<file path="src/rtl/stopwatch_pkg.sv">
// stopwatch_pkg: shared state encodings, default rates and control-FSM helpers for the stopwatch lab
package stopwatch_pkg;

   typedef enum logic [1:0] {
      ST_IDLE  = 2'd0,
      ST_RUN   = 2'd1,
      ST_PAUSE = 2'd2,
      ST_LAP   = 2'd3
   } state_t;

   localparam int CLK_FREQ_HZ_DEF = 100_000_000;
   localparam int TICK_HZ_DEF     = 10;
   localparam int TICK_DIV_DEF    = CLK_FREQ_HZ_DEF / TICK_HZ_DEF;

   function automatic int tick_div(input int clk_freq_hz, input int tick_hz);
      return clk_freq_hz / tick_hz;
   endfunction

   function automatic logic is_counting(input state_t s);
      return s == ST_RUN || s == ST_LAP;
   endfunction

   // Clear beats startstop beats lap; the losing pulses of that cycle are dropped.
   function automatic state_t next_state(input state_t s, input logic ss, input logic clr, input logic lap);
      return clr ? ST_IDLE :
             ss  ? (is_counting(s) ? ST_PAUSE : ST_RUN) :
             !lap ? s :
             s == ST_RUN ? ST_LAP :
             s == ST_LAP ? ST_RUN : s;
   endfunction

endpackage

</file>
<file path="src/rtl/tick_prescaler.sv">
// tick_prescaler: enable-gated modulo-DIV counter emitting a registered one-cycle pulse after each wrap
module tick_prescaler #(
   parameter int DIV = 10
) (
   input  logic clk,
   input  logic reset,
   input  logic en,
   input  logic clr,
   output logic tick
);

   localparam int W = DIV > 1 ? $clog2(DIV) : 1;

   logic [W-1:0] cnt;
   logic         tc;

   assign tc = en && cnt == W'(DIV - 1);

   // Count while enabled, hold otherwise; clear wins over a coincident wrap and suppresses its tick.
   always_ff @(posedge clk) begin
      if (reset || clr) begin
         cnt  <= '0;
         tick <= 1'b0;
      end else begin
         tick <= tc;
         if (en) cnt <= tc ? '0 : cnt + 1'b1;
      end
   end

endmodule

</file>
<file path="src/rtl/stopwatch_ctrl.sv">
// stopwatch_ctrl: run/pause/lap control FSM and count-tick scheduler; lap support enabled by STOPWATCH_LAP_EN
module stopwatch_ctrl
   import stopwatch_pkg::*;
#(
   parameter int CLK_FREQ_HZ = CLK_FREQ_HZ_DEF,
   parameter int TICK_HZ     = TICK_HZ_DEF
) (
   input  logic       clk,
   input  logic       reset,
   input  logic       btn_startstop,
   input  logic       btn_clear,
   input  logic       btn_lap,
   output logic       tick_en,
   output logic       time_clr,
   output logic       disp_hold,
   output logic       running,
   output logic [1:0] state
);

   localparam int TICK_DIV = tick_div(CLK_FREQ_HZ, TICK_HZ);

   state_t st, nxt;
   logic   lap;

`ifdef STOPWATCH_LAP_EN
   assign lap = btn_lap;
`else
   logic lap_unused;
   assign lap_unused = btn_lap;
   assign lap        = 1'b0;
`endif

   assign nxt   = next_state(st, btn_startstop, btn_clear, lap);
   assign state = st;

   // Control FSM; outputs are registered from the next state so they change on the same edge as state.
   always_ff @(posedge clk) begin
      if (reset) begin
         st        <= ST_IDLE;
         time_clr  <= 1'b0;
         disp_hold <= 1'b0;
         running   <= 1'b0;
      end else begin
         st        <= nxt;
         time_clr  <= btn_clear;
         disp_hold <= nxt == ST_LAP;
         running   <= is_counting(nxt);
      end
   end

   tick_prescaler #(.DIV(TICK_DIV)) u_presc (
      .clk   (clk),
      .reset (reset),
      .en    (is_counting(st)),
      .clr   (btn_clear),
      .tick  (tick_en)
   );

endmodule

</file>
<file path="config.mk">
export PLATFORM = sky130hd
export DESIGN_NAME = stopwatch_ctrl
export DESIGN_NICKNAME = d
export VERILOG_FILES = /design/src/rtl/stopwatch_pkg.sv /design/src/rtl/tick_prescaler.sv /design/src/rtl/stopwatch_ctrl.sv
export SDC_FILE = /design/constraint.sdc
export NUM_CORES = 1
export LEC_CHECK = 0
export ABC_AREA = 1
export CORE_MARGIN = 3
export CORE_UTILIZATION = 60
export DETAILED_ROUTE_END_ITERATION = 10
export GPL_ROUTABILITY_DRIVEN = 0
export MAX_ROUTING_LAYER = met4
export PLACE_DENSITY = 0.81
export REMOVE_ABC_BUFFERS = 1
export SETUP_SLACK_MARGIN = 0.4
export SLEW_MARGIN = 25
export SYNTH_ARGS = -nofsm -noshare
export SYNTH_HDL_FRONTEND = slang
export SYNTH_SLANG_ARGS = --single-unit
</file>
<file path="constraint.sdc">
create_clock -name clk -period 2 [get_ports clk]
set_input_delay 0.4 -clock clk [delete_from_list [all_inputs] [get_ports clk]]
set_output_delay 0.4 -clock clk [all_outputs]
set_load 0.1 [all_outputs]
</file>
==> flow_metrics.tcl <==
set metrics [dict create \
    clkTransAtPathRegs_ps 90 \
    grt_overflow 0 \
    grt_pass1_wl_um 6216 \
    p_leak_nw 0.6896 \
    synth_compound_area_share_pct 4.113 \
    post-dp-hpwl_um 2610 \
    outcome "complete, no violations" \
    cts_sinks 29 \
    layout.cells.non_filler 296 \
    synth.largest_area_cell "dfxtp_1" \
    dp_worst_setup_slack_ps 334.8 \
    hold_violations 0 \
    switching_share_pct 24.54 \
    fin_nets 271 \
    insertion_delay_ps 330 \
    placementRows 18 \
    syn2layout_area_growth_pct 13.94 \
    rr_endpoint "u_presc.cnt[14]" \
    synth_top_area_share_pct 35.34 \
    end_kind "primary output" \
    finalSetupTns_ps 0 \
    ys_warn_count 0 \
    grt_pass1_vias 1498 \
    netlist_top_cells_area "dfxtp_1 35%, nand2_1 14%, nor2_1 12%" \
    path_max_fanout 9 \
    cts_setup_buffers 0 \
    start_util_pct 64.55 \
    netlist_area_um2 1643 \
    core_area_um2 2545 \
    dieArea_um2 3402 \
    drv_slew 0 \
    io_pins 11 \
    arrival_ps 1110 \
    synth_area_per_cell_um2 6.598 \
    hold_buffers 0 \
    place.port_buffers 9 \
    final_cell_mix "62 x nand2_1, 53 x nor2_1, 28 x inv_1" \
    die_w_um 58.33 \
    grt_use_total_pct 25.01 \
    finalSetupViolCount 0 \
    critPathLaunchType "flip-flop" \
    vias 1541 \
    placedCellCount 288 \
    r2r_cells 9 \
    cts_root_buffer "clkbuf_4" \
    drt_iter0_drc 113 \
    drc 0 \
    n_antenna_cell 0 \
    h-tree-depth 2 \
    worst_pin_slew_ps 269.6 \
    synth_cell_types 25 \
    min_path_type "flip-flop to flip-flop" \
    p_clk_share_pct 38.2 \
    layout_commonest_cell "nand2_1" \
    fin_crit_ps 1514 \
    internal_power_mw 0.8115 \
    placed_area_um2 1785 \
    wl_per_cell_um 11.61 \
    ys_seq_area_share_pct 35.34 \
    r2r-start "u_presc.cnt[1]" \
    pwr-share-comb_pct 7.6 \
    required_ps 1600 \
    crit_start "state[0]" \
    cts_buffer_depth 2 \
    synth_top_family_by_area "simple AND/OR/NAND/NOR gates" \
    finalCritPeriodShare_pct 75.72 \
    cts_buffers 5 \
    postRouteAntennaNets 0 \
    slew_headroom_pct 81.99 \
    rsz0062_at_grt "no" \
    cts_tree "done" \
    p_per_area_nw_per_um2 574.5 \
    rrSetupSlack_ps 540 \
    antenna_found_initial 0 \
    total_power_mw 1.075 \
    yosys.area_share.adder_pct 0.7616 \
    crit_type "flip-flop to primary output" \
    ir_drop_mv 0.5871 \
    firstDrtPassIters 4 \
    wl_um 3438 \
    synth-xor-area-share_pct 2.666 \
    finalClockSkew_ps 8.834 \
    grt_max_degree 14 \
    p_switching_mw 0.2639 \
    fmax_mhz 660.3 \
    seqPwrFrac_pct 54.2 \
    drv_cap 0 \
    fillers 219 \
    vias_per_cell 5.206 \
    fin_ws_ps 485.6 \
    drive_gt1_share_pct 19.17 \
    synth_cells 249 \
    design_area_um2 1872 \
    synth.area.mux_share_pct 0 \
    ys_seq_elements 29 \
    die_y_um 58.33 \
    synthSimpleGateAreaFrac_pct 48.21 \
    critPathCapture "running" \
]
[state kept, by name (all words and copies together) (netlist names)]
name / flops
u_presc.tick: 1
disp_hold: 1
time_clr: 1
u_presc.cnt: 24
state: 2
[per-stage QoR]
stage / util (%) / hold slack (ps)
final: 73.55 / 485.7
after global routing: 73.55 / 533.2
after CTS: 72.91 / 486.5
after detailed placement: 70.16 / 472.3
after global placement: 70.16 / 462.6
after floorplan: - / 471.2
[worst min-delay path by stage]
stage / start / cells past startpoint / to / slack [ps]
floorplan: reset / 1 / time_clr / 470
global placement: state[1] / 2 / state[1] / 460
detailed placement: state[1] / 2 / state[1] / 470
CTS: state[1] / 2 / state[1] / 490
global route: state[1] / 2 / state[1] / 530
finish: state[1] / 2 / state[1] / 490
[cell families after synthesis]
| kind of cell | Yosys count |
|---|---|
| compound gates | 13 |
| xor+xnor | 5 |
| fa+ha+maj | 1 |
| buf+inv | 34 |
| flops | 29 |
| simple gates | 167 |
[per-layer routing]
metal	GRT usage (%)	vias to the layer above	part of all wire, %
met4	14.57	0	2.5
met3	6.579	8	5.6
met5	-	-	0
met2	37.96	41	46
li1	-	802	-
met1	29.73	690	46
[cell type report]
class | instances | area, um2 | area share, %
Clock buffer | 7 | 65.06 | 3.476
Clock inverter | 1 | 5.005 | 0.2674
Inverter | 31 | 116.4 | 6.217
Multi-Input combinational cell | 186 | 925.9 | 49.47
Sequential cell | 29 | 583.1 | 31.15
Tap cell | 30 | 37.54 | 2.005
Timing Repair Buffer | 12 | 138.9 | 7.420
[cells in the mapped netlist (all sizes together)]
library cell and instances:
nand3 18, buf 3, nor2 69, a21oi 9, xnor2 1, nor3b 3, xor2 4, o21ai 3
o21bai 1, inv 31, dfxtp 29, ha 1, nor3 2, nand4 5, nand2 70
[power by group through the flow]
| stage | Clock, mW | Sequential [mW] | Combinational, mW |
|---|---|---|---|
| 2_1_floorplan | 0 | 0.621 | 0.0207 |
| 3_3_place_gp | 0 | 0.596 | 0.0798 |
| 3_5_place_dp | 0 | 0.596 | 0.0806 |
| 4_1_cts | 0.430 | 0.582 | 0.0806 |
| 5_1_grt | 0.458 | 0.583 | 0.0872 |
| 6_report | 0.411 | 0.583 | 0.0820 |
[worst max-delay path: stages, from the launching register on]
cell     delay [ps]
dfxtp_1         420
buf_6           180
buf_12          180
[repair_timing]
| item | CTS | global route |
|---|---|---|
| gates resized for setup | 0 | 6 |
| setup endpoints to repair | 0 | 24 |
| hold endpoints to repair | 0 | 0 |
No activity file was read; power rests on OpenSTA's default activity.
